===== src/rtl/pmod_als_spi_scheduler.sv =====
// pmod_als_spi_scheduler: SPI sequencing master for the Pmod ALS light sensor.
// Schedules conversions from a free-running period timer (auto_en) and from
// single-cycle requests, captures the 16-bit frame and strobes out the 8-bit
// light value.
// Optional build macro PMOD_ALS_SCHEDULER_AVERAGE_EN: when defined, sample is
// the truncated mean of the last four frames' light fields.
//
// state | meaning
// IDLE  | cs high, waiting for a pending trigger
// SETUP | cs low, sck high for CLK_DIV cycles before the first falling edge
// SHIFT | 16 sck periods (low phase then high phase), sdo captured at end of high
// HOLD  | cs high quiet time of 2*CLK_DIV cycles, busy still asserted
module pmod_als_spi_scheduler #(
  parameter int CLK_DIV       = 4,
  parameter int SAMPLE_PERIOD = 1200000
) (
  input  logic        clock,
  input  logic        reset,
  input  logic        auto_en,
  input  logic        req,
  output logic        cs,
  output logic        sck,
  input  logic        sdo,
  output logic        busy,
  output logic [15:0] raw,
  output logic [7:0]  sample,
  output logic        sample_valid,
  output logic        frame_error
);

  localparam int CW = $clog2(2 * CLK_DIV);
  localparam int PW = $clog2(SAMPLE_PERIOD);
  localparam logic [CW-1:0] DIV_LAST  = CW'(CLK_DIV - 1);
  localparam logic [CW-1:0] HOLD_LAST = CW'(2 * CLK_DIV - 1);
  localparam logic [CW-1:0] CNT_ONE   = CW'(1);
  localparam logic [PW-1:0] PER_LAST  = PW'(SAMPLE_PERIOD - 1);
  localparam logic [PW-1:0] PER_ONE   = PW'(1);

  typedef enum logic [1:0] {IDLE, SETUP, SHIFT, HOLD} state_t;

  state_t        state_q, state_d;
  logic [CW-1:0] cnt_q, cnt_d;
  logic          high_q, high_d;
  logic [3:0]    bit_q, bit_d;
  logic          pending_q;
  logic [PW-1:0] per_cnt_q;
  logic          sdo_meta, sdo_sync;
  logic [14:0]   shift_q;
  logic [15:0]   shift_next;
  logic          shift_en;
  logic          frame_done;
  logic          start;
  logic          tick;
  logic          trigger;
  logic [7:0]    sample_d;

  assign tick       = auto_en && (per_cnt_q == '0);
  assign trigger    = pending_q || req || tick;
  assign shift_next = {shift_q, sdo_sync};

  // Two-flop synchronizer for the asynchronous sensor data line.
  always_ff @(posedge clock or posedge reset) begin
    if (reset) begin
      sdo_meta <= 1'b0;
      sdo_sync <= 1'b0;
    end else begin
      sdo_meta <= sdo;
      sdo_sync <= sdo_meta;
    end
  end

  // Period timer: held at full count while disabled, ticks and reloads at zero.
  always_ff @(posedge clock or posedge reset) begin
    if (reset) begin
      per_cnt_q <= PER_LAST;
    end else if (!auto_en || per_cnt_q == '0) begin
      per_cnt_q <= PER_LAST;
    end else begin
      per_cnt_q <= per_cnt_q - PER_ONE;
    end
  end

  // Pending flag: coalesces triggers, cleared when a transaction starts.
  always_ff @(posedge clock or posedge reset) begin
    if (reset) begin
      pending_q <= 1'b0;
    end else if (start) begin
      pending_q <= 1'b0;
    end else if (req || tick) begin
      pending_q <= 1'b1;
    end
  end

  // FSM and phase counters state register.
  always_ff @(posedge clock or posedge reset) begin
    if (reset) begin
      state_q <= IDLE;
      cnt_q   <= '0;
      high_q  <= 1'b0;
      bit_q   <= '0;
    end else begin
      state_q <= state_d;
      cnt_q   <= cnt_d;
      high_q  <= high_d;
      bit_q   <= bit_d;
    end
  end

  // Next-state logic and SPI pin outputs.
  always_comb begin
    state_d    = state_q;
    cnt_d      = cnt_q;
    high_d     = high_q;
    bit_d      = bit_q;
    cs         = 1'b1;
    sck        = 1'b1;
    busy       = 1'b0;
    shift_en   = 1'b0;
    frame_done = 1'b0;
    start      = 1'b0;
    case (state_q)
      IDLE: begin
        if (trigger) begin
          state_d = SETUP;
          cnt_d   = DIV_LAST;
          start   = 1'b1;
        end
      end
      SETUP: begin
        cs   = 1'b0;
        busy = 1'b1;
        if (cnt_q == '0) begin
          state_d = SHIFT;
          cnt_d   = DIV_LAST;
          high_d  = 1'b0;
          bit_d   = '0;
        end else begin
          cnt_d = cnt_q - CNT_ONE;
        end
      end
      SHIFT: begin
        cs   = 1'b0;
        busy = 1'b1;
        sck  = high_q;
        if (cnt_q != '0) begin
          cnt_d = cnt_q - CNT_ONE;
        end else if (!high_q) begin
          high_d = 1'b1;
          cnt_d  = DIV_LAST;
        end else begin
          shift_en = 1'b1;
          if (bit_q == 4'd15) begin
            state_d    = HOLD;
            cnt_d      = HOLD_LAST;
            frame_done = 1'b1;
          end else begin
            bit_d  = bit_q + 4'd1;
            high_d = 1'b0;
            cnt_d  = DIV_LAST;
          end
        end
      end
      HOLD: begin
        busy = 1'b1;
        if (cnt_q == '0) begin
          state_d = IDLE;
        end else begin
          cnt_d = cnt_q - CNT_ONE;
        end
      end
      default: state_d = IDLE;
    endcase
  end

  // Shift register: the newest bit always enters at bit 0.
  always_ff @(posedge clock or posedge reset) begin
    if (reset) begin
      shift_q <= '0;
    end else if (shift_en) begin
      shift_q <= shift_next[14:0];
    end
  end

`ifdef PMOD_ALS_SCHEDULER_AVERAGE_EN
  logic [7:0] hist_q [4];
  logic [7:0] hist_d [4];
  logic       hist_valid_q;
  logic [9:0] hist_sum;

  // Next history window; the first frame after reset fills every slot.
  always_comb begin
    hist_d[0] = shift_next[12:5];
    for (int i = 1; i < 4; i++) begin
      hist_d[i] = hist_valid_q ? hist_q[i-1] : shift_next[12:5];
    end
    hist_sum = {2'b00, hist_d[0]} + {2'b00, hist_d[1]} +
               {2'b00, hist_d[2]} + {2'b00, hist_d[3]};
    sample_d = hist_sum[9:2];
  end

  // History registers advance once per completed frame.
  always_ff @(posedge clock or posedge reset) begin
    if (reset) begin
      hist_valid_q <= 1'b0;
      for (int i = 0; i < 4; i++) begin
        hist_q[i] <= '0;
      end
    end else if (frame_done) begin
      hist_valid_q <= 1'b1;
      for (int i = 0; i < 4; i++) begin
        hist_q[i] <= hist_d[i];
      end
    end
  end
`else
  assign sample_d = shift_next[12:5];
`endif

  // Result registers, updated together with the one-cycle valid strobe.
  always_ff @(posedge clock or posedge reset) begin
    if (reset) begin
      raw          <= '0;
      sample       <= '0;
      sample_valid <= 1'b0;
      frame_error  <= 1'b0;
    end else begin
      sample_valid <= frame_done;
      if (frame_done) begin
        raw         <= shift_next;
        sample      <= sample_d;
        frame_error <= |shift_next[15:13];
      end
    end
  end

endmodule

===== config.mk =====
export PLATFORM = sky130hd
export DESIGN_NAME = pmod_als_spi_scheduler
export DESIGN_NICKNAME = d
export VERILOG_FILES = /design/src/rtl/pmod_als_spi_scheduler.sv
export SDC_FILE = /design/constraint.sdc
export NUM_CORES = 1
export LEC_CHECK = 0
export ABC_AREA = 0
export ABC_CLOCK_PERIOD_IN_PS = 2000
export CAP_MARGIN = 20
export CORE_AREA = 2 2 87 89
export CTS_BUF_LIST = sky130_fd_sc_hd__clkbuf_4 sky130_fd_sc_hd__clkbuf_8
export CTS_CLUSTER_DIAMETER = 80
export DETAILED_ROUTE_END_ITERATION = 6
export DIE_AREA = 0 0 89 91
export GPL_ROUTABILITY_DRIVEN = 0
export GPL_TIMING_DRIVEN = 0
export HOLD_SLACK_MARGIN = 0.02
export PLACE_DENSITY_LB_ADDON = 0.1
export SYNTH_ARGS = -nofsm -noshare
export SYNTH_HDL_FRONTEND = slang
export SYNTH_SLANG_ARGS = --single-unit

===== constraint.sdc =====
create_clock -name clock -period 2 [get_ports clock]
set_input_delay 0.4 -clock clock [delete_from_list [all_inputs] [get_ports clock]]
set_output_delay 0.4 -clock clock [all_outputs]
set_load 0.01 [all_outputs]

# Word-level counts from Yosys, hierarchy flattened
# Index checks and enable logic that the tools add are counted.
# totals
ff_bits,75
output_inout_bits,29
# classes
addsub,3
eq_ne,12
mux,38
n_reduce_logical,19
# op_table
operator,count
logical NOT 21 bit,1
2-to-1 mux 21 bit,1
"subtractor 21 x 1 -> 21 bit, second input constant",1
2-to-1 mux 3 bit,6
2-to-1 mux 1 bit,17
2-to-1 mux 4 bit,4
"inequality test 2 bit, second input constant",8
2-to-1 mux 2 bit,6
case mux 3 bit (4 select lines),1
case mux 2 bit (4 select lines),1
case mux 4 bit (2 select lines),1
AND reduction 6 bit,1
OR reduction 3 bit,2
AND reduction 5 bit,1
"adder 4 x 1 -> 4 bit, second input constant",1
"== test 2 bit, second input constant",2
"== test 4 bit, second input constant",1
logical OR 1 bit,4
nonzero test 2 bit,2
logical NOT 3 bit,1
AND reduction 3 bit,1
nonzero test 3 bit,1
"subtractor 3 x 1 -> 3 bit, second input constant",1
"== test 2 x 1 -> 1 bit, second input constant",1
6 further kinds,6

# Longest topological paths before layout
# Gate-level depths: netlist of the first run.
# depth
ltp_word,6
mapped_depth,8
mapped_depth_nobuf,7

# Worst setup path after synthesis of the first run
# OpenSTA, ideal clock, no wires.
# synth_path
path_type,flip-flop to flip-flop
start,register state_q[0]
end,register raw[10]
setup_ns,0.125
arrival_time_ns,1.830
t_required_ns,1.875
setup_slack_ns,0.045
path_stages_with_launch,8
n_path_buf,2
path_cell_list,dfrtp_1 inv_1 ha_1 clkbuf_1 nand3_1 nor2_1 buf_2 mux2_2
# synth_via
elab_chain_len,2
# synth_lines
element,line_no,rtl
start: declaration,41,"state_t state_q, state_d;"
start signal: assignment,102,state_q <= state_d;
== test 2 bit,121,case (state_q)
2-to-1 mux 1 bit,121,
end signal: assignment,229,raw <= shift_next;
end: declaration,25,"output logic [15:0] raw,"
# No other way between the ends.
# A chain may end at the register's enable or synchronous reset.

# Final worst setup path of the first run
# layout_path
start,register per_cnt_q[0]
end,register state_q[1]
# layout_via
elab_chain_len,5
# layout_lines
element,line_no,rtl
start: declaration,46,logic [PW-1:0] per_cnt_q;
start signal: assignment,79,per_cnt_q <= per_cnt_q - PER_ONE;
logical NOT 21 bit,57,assign tick = auto_en && (per_cnt_q == '0);
logical AND 1 bit,57,
logical OR 1 bit,58,assign trigger = pending_q || req || tick;
inequality test 2 bit (no source line),n/a,
AND reduction 6 bit (no source line),n/a,
# No other way between the ends.

==> results of run 1 <==
worst max-delay path, delay by kind of cell, from the launching register on:
family,cells,cell delay [ns]
AND/OR/NAND/NOR,4,1.13
flip-flops,1,0.38
multiplexers,1,0.19
adder cells (fa/ha/maj),1,0.11
buffers and inverters,1,0.06
metal layers:
layer,global-route usage [%],vias up
li1,-,1008
met1,21.36,990
met2,23.76,26
met3,5.091,7
met4,5.224,0
met5,0,-
sequential cells by signal, summed over array words and instances, names as in the netlist:
signal,flops
state_q,2
cnt_q,3
frame_error,1
high_q,1
sdo_meta,1
sample_valid,1
raw,16
per_cnt_q,21
bit_q,4
pending_q,1
shift_q,15
sdo_sync,1
area by class of cell:
cell class	count	area [um2]
fill	635	3176
timing repair buffer	42	414.1
tap	99	123.9
clock buffer	11	145.1
buffer	12	83.83
inverter	14	56.30
clock inverter	5	76.32
sequential	67	1694
multi-input combinational	173	1368
cells by family (layout without fill, tap and decap cells):
group           Yosys count  in the layout  synth area share, %
fa+ha+maj                 9              9                3.628
buf+inv                  27             84                4.353
compound gates           25             25                5.361
flops                    67             67                54.57
simple gates             89             89                15.32
xor+xnor                 16             16                4.514
mux                      34             34                12.25
timing repair:
item	4_1_cts	5_1_grt
buffers inserted	4	4
setup endpoints to repair	52	50
resized for setup	18	9
pin swaps	3	2
hold endpoints to repair	0	0
cloned	0	0
power breakdown:
group          switching [mW]  internal (mW)
registers               0.118           1.51
logic                   0.584          0.527
clock network           0.502          0.744
through the flow:
| stage | util, % | worst slack (ns) | hold WS, ns |
|---|---|---|---|
| final | 55.50 | 0.05137 | 0.3547 |
| after global routing | 55.50 | -0.03972 | 0.3604 |
| after CTS | 54.52 | -0.0008673 | 0.3580 |
| after detailed placement | 50.19 | -0.4551 | 0.3403 |
| after global placement | 49.91 | -0.3654 | 0.3348 |
| after floorplan | - | 0.04544 | 0.3312 |
synthesized netlist by cell type, types with 2 or more instances:
library cell,number,share of area (%)
a22o_1,5,1.4
clkbuf_1,2,0.24
nor3_1,12,1.9
nand2_1,23,2.8
nor2b_1,2,0.40
xor2_1,5,1.4
buf_4,8,1.9
xnor2_1,11,3.1
nor4_1,2,0.40
nand3_1,7,1.1
nor2_1,26,3.1
nand2b_1,2,0.40
inv_1,14,1.7
a21oi_1,7,1.1
or3_1,3,0.60
mux2_2,32,12
dfstp_2,14,12
dfrtp_1,53,43
o21ai_0,5,0.81
ha_1,9,3.6
mux2i_1,2,0.64
buf_2,3,0.48
worst max-delay path by stage:
stage / startpoint / endpoint / slack (ns) / cells past startpoint
floorplan: state_q[0] / raw[10] / 0.05 / 7
global placement: state_q[0] / raw[8] / -0.37 / 7
detailed placement: state_q[0] / raw[9] / -0.46 / 7
CTS: per_cnt_q[0] / per_cnt_q[18] / -0.0009 / 8
global route: per_cnt_q[1] / state_q[1] / -0.04 / 7
finish: per_cnt_q[0] / state_q[1] / 0.05 / 7
==> summary.txt, run 1 <==
STA
  • Skew final: around 0.0080 ns
  • Slew of the pin with the lowest slew margin: approximately 0.65 ns
  • Final period utilization: between 90% and 100%
  • Count of final setup violators: 0
  • Slew Viols, Final: 0
  • Relative slew margins: 56.38%
  • Min Tclk post-route: between 1.5 and 2 ns
  • RSZ-0062 raised after global routing: true
  • Hold Fails Final Rpt: 0
  • Highest clock rate: 513.2 MHz
  • Final setup TNS: 0 ns

Critical path
  • Crit-path max FO: 6
  • Worst r2r dst: state_q[1]
  • WP data arrival: 2.21 ns
  • Kind of end point of the critical path: flop
  • Req. time, crit path: ~2.3 ns
  • Setup slack, reg-to-reg: about 0.051 ns
  • Crit path max-delay cell type: or4b_4
  • Worst Setup Path Type: flop to flop
  • R2R Path Start: per_cnt_q[0]
  • CP Cell Sequence: inv_2, ha_4, or4b_4, nand4b_4, nor2b_4, nor3_4, mux2i_1
  • Worst path max stage delay: roughly 0.47 ns
  • Worst reg-to-reg path cell count: 7
  • Startpoint Class: flop

Final layout
  • Layout overhead on the synthesized area: 27.61%
  • Most frequent cells in the layout: 53 x dfrtp_1, 32 x mux2_2, 30 x clkdlybuf4s50_1
  • Final net count: approximately 330
  • Final Non-Filler Cells: about 420
  • Commonest non-fill, non-tap cell in the layout: dfrtp_1
  • Antenna cell count: 0
  • Design Area, Final: slightly below 4000 um2
  • Proportion of layout cells with a drive suffix above 1: 32.10%

Detailed routing
  • Met1 Wirelength: roughly 2.8 mm
  • Drt total wl: around 5.6 mm
  • Top Metal Used: met4
  • Vias after detailed routing: between 2,000 and 2,500
  • # DRC: 0
  • Router iterations before antenna repair: 4
  • Met3 WL: 218 um
  • DR vias/cell: 4.801
  • Post-route ant nets: 0
  • Iteration-0 DRC Markers: 63
  • WL/cell: roughly 13 um
  • Met2 WL: 2.551 mm

Hold path
  • Hold path startpoint: sdo_meta
  • Hold WC Path Type: flop to flop
  • Hold endpoint: sdo_sync
  • WHS Path Cells: 0

Die
  • Initial Util: 43.50%
  • Ports: 34
  • DIE HEIGHT: around 91 um
  • Row count: 31
  • Core area: 7137 um2
  • DIE AREA: 8099 um2
  • Die Width: roughly 90 um

Place
  • I/O Buffers: 33
  • Placed Cells incl. Taps: 400
  • Placed inst area: 3582 um2
  • Post-DP HPWL: between 3 and 4 mm

Power and ir drop
  • Pwr Total: approximately 4.0 mW
  • PwrDens: between 1000 and 1500 nW/um2
  • Leak pwr: roughly 1.8 nW
  • Worst vdd ir: 424.0 uV

GRT
  • Overall Global Routing Usage: 15.73%
  • Number of global-route vias before repair: 2,115
  • Largest net degree at the start of global routing: 41
  • First-pass GRT wire length: approximately 10 mm
  • Gr ovfl total: 0
  • Number of antenna violations at the first check in global routing: 0

Clock tree
  • Reg clk slew, reported paths: approximately 0.070 ns
  • Max clock buf depth: 2
  • Root buffer cell: clkbuf_8
  • H-Tree Depth: 3
  • CTS Buf Count: 9
  • Clock Sinks: 67
  • CTS tree: yes
  • Hold-fix buffers, CTS: 0
  • Clock Latency Late Sink: 0.33 ns

Synthesis
  • Ys Warns: 0
  • Post-Syn Area: between 3000 and 4000 um2
  • Number of synthesized flops with an enable pin: 0
  • Avg Inst Size Synth: ~12 um2
  • Post-synthesis register bit count: between 60 and 70
  • Synthesized instance count: 267
  • Post-Syn Nets: about 280
  • Register area share after synthesis: between 50% and 60%
  • Fraction of synthesis flops using an asynchronous set or reset pin: 100.0%
  • Most used flip-flop cell after synthesis: dfrtp_1
  • Synth cell types: 42

Run status
  • Outcome: finished clean

Flow run
  • MaxCap Viol Count: 0
Power figures use the tool's default switching activity.
==> run 2, diff against run 1 <==
--- a/config.mk
+++ b/config.mk
@@ -8,11 +8,13 @@
 export ABC_AREA = 0
 export ABC_CLOCK_PERIOD_IN_PS = 2000
 export CAP_MARGIN = 20
-export CORE_AREA = 2 2 87 89
+export CELL_PAD_IN_SITES_DETAIL_PLACEMENT = 1
+export CELL_PAD_IN_SITES_GLOBAL_PLACEMENT = 2
+export CORE_AREA = 2 2 98 100
 export CTS_BUF_LIST = sky130_fd_sc_hd__clkbuf_4 sky130_fd_sc_hd__clkbuf_8
 export CTS_CLUSTER_DIAMETER = 80
 export DETAILED_ROUTE_END_ITERATION = 6
-export DIE_AREA = 0 0 89 91
+export DIE_AREA = 0 0 100 102
 export GPL_ROUTABILITY_DRIVEN = 0
 export GPL_TIMING_DRIVEN = 0
 export HOLD_SLACK_MARGIN = 0.02
==> run 2 against run 1 <==
Sequential power about the same. Sequential share of layout area shrank 0.30 points. Highest routed layer unchanged. Worst setup slack gained 0.0039 ns. Register-to-register slack barely moved. Non-clock buffer count rose by 1. Cell count rose by 3.1%. Design area rose by 0.69%. Sequential cell count is the same.
==> summary.txt, run 2 (synthesis gave the netlist of run 1 again) <==
STA
  • Final period utilization: 97.24% (-0.19 points)
  • Slew of the pin with the lowest slew margin: 0.7633 ns (+0.1103 ns)
  • Count of final setup violators: 0 (unchanged)
  • Min Tclk post-route: 1.945 ns (-0.003892 ns)
  • RSZ-0062 raised after global routing: true
  • Relative slew margins: 49.00% (-7.4 points)
  • Slew Viols, Final: 0 (unchanged)
  • Hold Fails Final Rpt: 0 (unchanged)
  • Highest clock rate: 514.2 MHz (+0.20%)
  • Skew final: 0.008590 ns (+0.0006319 ns)

Final layout
  • Final Util: 43.79% (-12 points)
  • Commonest non-fill, non-tap cell in the layout: dfrtp_1
  • Design Area, Final: 3989 um2 (+0.69%)
  • Most frequent cells in the layout: 53 x dfrtp_1, 32 x mux2_2, 30 x clkdlybuf4s50_1
  • Proportion of layout cells with a drive suffix above 1: 33.23% (+1.1 points)
  • Biggest regs: per_cnt_q (21), raw (16), shift_q (15)
  • Final net count: 334 (+0.30%)
  • Largest register by flop count: per_cnt_q
  • Antenna cell count: 0 (unchanged)
  • Largest register FFs: 21 (unchanged)
  • Layout overhead on the synthesized area: 28.50%

Critical path
  • Req. time, crit path: 2.28 ns (+0.02 ns)
  • CP startpoint: per_cnt_q[0]
  • Worst path max stage delay: 0.46 ns (about the same)
  • Crit-path leading delay family: simple AND/OR/NAND/NOR gates
  • CP Buf/Inv Count: 2 (+1)
  • Crit path max-delay cell type: or4b_4
  • Worst reg-to-reg path cell count: 7 (unchanged)
  • CP Cell Sequence: inv_2, ha_4, or4b_4, nand4b_4, buf_6, or3_1, nand3_1
  • R2R Path Start: per_cnt_q[0]
  • WP data arrival: 2.22 ns (about the same)
  • Startpoint Class: flop
  • Worst Setup Path Type: flop to flop
  • Crit-path max FO: 5 (-1)
  • WP depth: 7 (unchanged)
  • Kind of end point of the critical path: flop

Power and ir drop
  • Worst vdd ir: 367.8 uV (-13%)
  • PwrDens: 997.9 nW/um2 (-0.72%)
  • Leak pwr: 1.799 nW (about the same)

Detailed routing
  • Drt total wl: 6.082 mm (+8.3%)
  • Iteration-0 DRC Markers: 21 (-67%)
  • Router iterations before antenna repair: 4 (unchanged)
  • Post-route ant nets: 0 (unchanged)
  • DR vias/cell: 4.826 (+0.51%)
  • Vias after detailed routing: 2,104 (+3.6%)
  • WL/cell: 13.95 um (+5.0%)
  • # DRC: 0 (unchanged)

GRT
  • Overall Global Routing Usage: 13.21% (-2.5 points)
  • Number of global-route vias before repair: 2,179 (+3.0%)
  • Number of antenna violations at the first check in global routing: 0 (unchanged)
  • Gr ovfl total: 0 (unchanged)
  • First-pass GRT wire length: 10.43 mm (+4.3%)
  • Largest net degree at the start of global routing: 36 (-12%)

Place
  • I/O Buffers: 33 (unchanged)
  • Post-DP HPWL: 4.147 mm (+11%)
  • Placed inst area: 3597 um2 (+0.42%)

Clock tree
  • Max clock buf depth: 2 (unchanged)
  • Clock Sinks: 67 (unchanged)
  • H-Tree Depth: 3 (unchanged)
  • Hold-fix buffers, CTS: 0 (unchanged)
  • Reg clk slew, reported paths: 0.07 ns (about the same)
  • Root buffer cell: clkbuf_8
  • Clock Latency Late Sink: 0.34 ns (about the same)
  • CTS Buf Count: 9 (unchanged)
  • CTS tree: yes

Die
  • Row count: 35 (+13%)
  • Core area: 9109 um2 (+28%)
  • DIE AREA: 10,200 um2 (+26%)
  • Initial Util: 34.08% (-9.4 points)
  • Die Width: 100 um (+12%)
  • Ports: 34 (unchanged)
  • DIE HEIGHT: 102 um (+12%)

Flow run
  • MaxCap Viol Count: 0 (unchanged)

Hold path
  • Hold path startpoint: sdo_meta
  • WHS Path Cells: 0 (unchanged)
  • Hold WC Path Type: flop to flop

Run status
  • Outcome: finished clean
run 2: what timing repair did:
item                       4_1_cts  5_1_grt
resized for setup               20       10
pin swaps                        3        3
setup endpoints to repair       53       50
setup buffers                    6        3
run 2: power by group:
| group | internal [mW] | switching, mW | total [mW] |
|---|---|---|---|
| sequential | 1.51 | 0.116 | 1.62 |
| clock | 0.738 | 0.535 | 1.27 |
| combinational | 0.511 | 0.574 | 1.09 |
run 2: final timing paths:
check                                 to  slack (ns)
setup / recovery           per_cnt_q[20]        0.06
hold / removal                  sdo_sync        0.35
setup reg to reg           per_cnt_q[20]        0.06
hold reg to reg                 sdo_sync        0.35
max in group asynchronous  per_cnt_q[17]        0.79
min in group asynchronous       sdo_meta        0.54
run 2: area by class of cell:
type | count | area (um2)
buffer | 12 | 87.58
clock buffer | 10 | 137.6
clock inverter | 6 | 87.58
fill | 1014 | 5120
inverter | 14 | 56.30
multi-input combinational | 173 | 1365
sequential | 67 | 1694
tap | 111 | 138.9
timing repair buffer | 43 | 421.7
run 2: metrics by stage:
step	setup TNS (ns)	cells	power, mW	setup slack (ns)	hold WS (ns)
after detailed placement	-13.85	412	2.640	-0.4462	0.3387
after CTS	0	433	4.034	0.003486	0.3577
final	0	436	3.981	0.05526	0.3537
after global routing	-1.140	436	4.248	-0.07107	0.3621
after global placement	-15.65	411	2.609	-0.4101	0.3352
after floorplan	0	267	2.336	0.04544	0.3312
run 2: layer usage:
layer / vias to the layer above / share of wire (%) / GRT usage, %
met4: 0 / 1.3 / 4.742
met2: 23 / 51 / 23.02
li1: 1014 / - / -
met3: 7 / 2.7 / 3.899
met1: 1060 / 45 / 15.62
met5: - / 0 / 0
run 2: worst reg2reg max path: cells and delay by family (launching register included):
family        cells  cell delay [ns]
fa+ha+maj         1             0.13
simple gates      4             1.12
buf+inv           2             0.24
flops             1             0.39
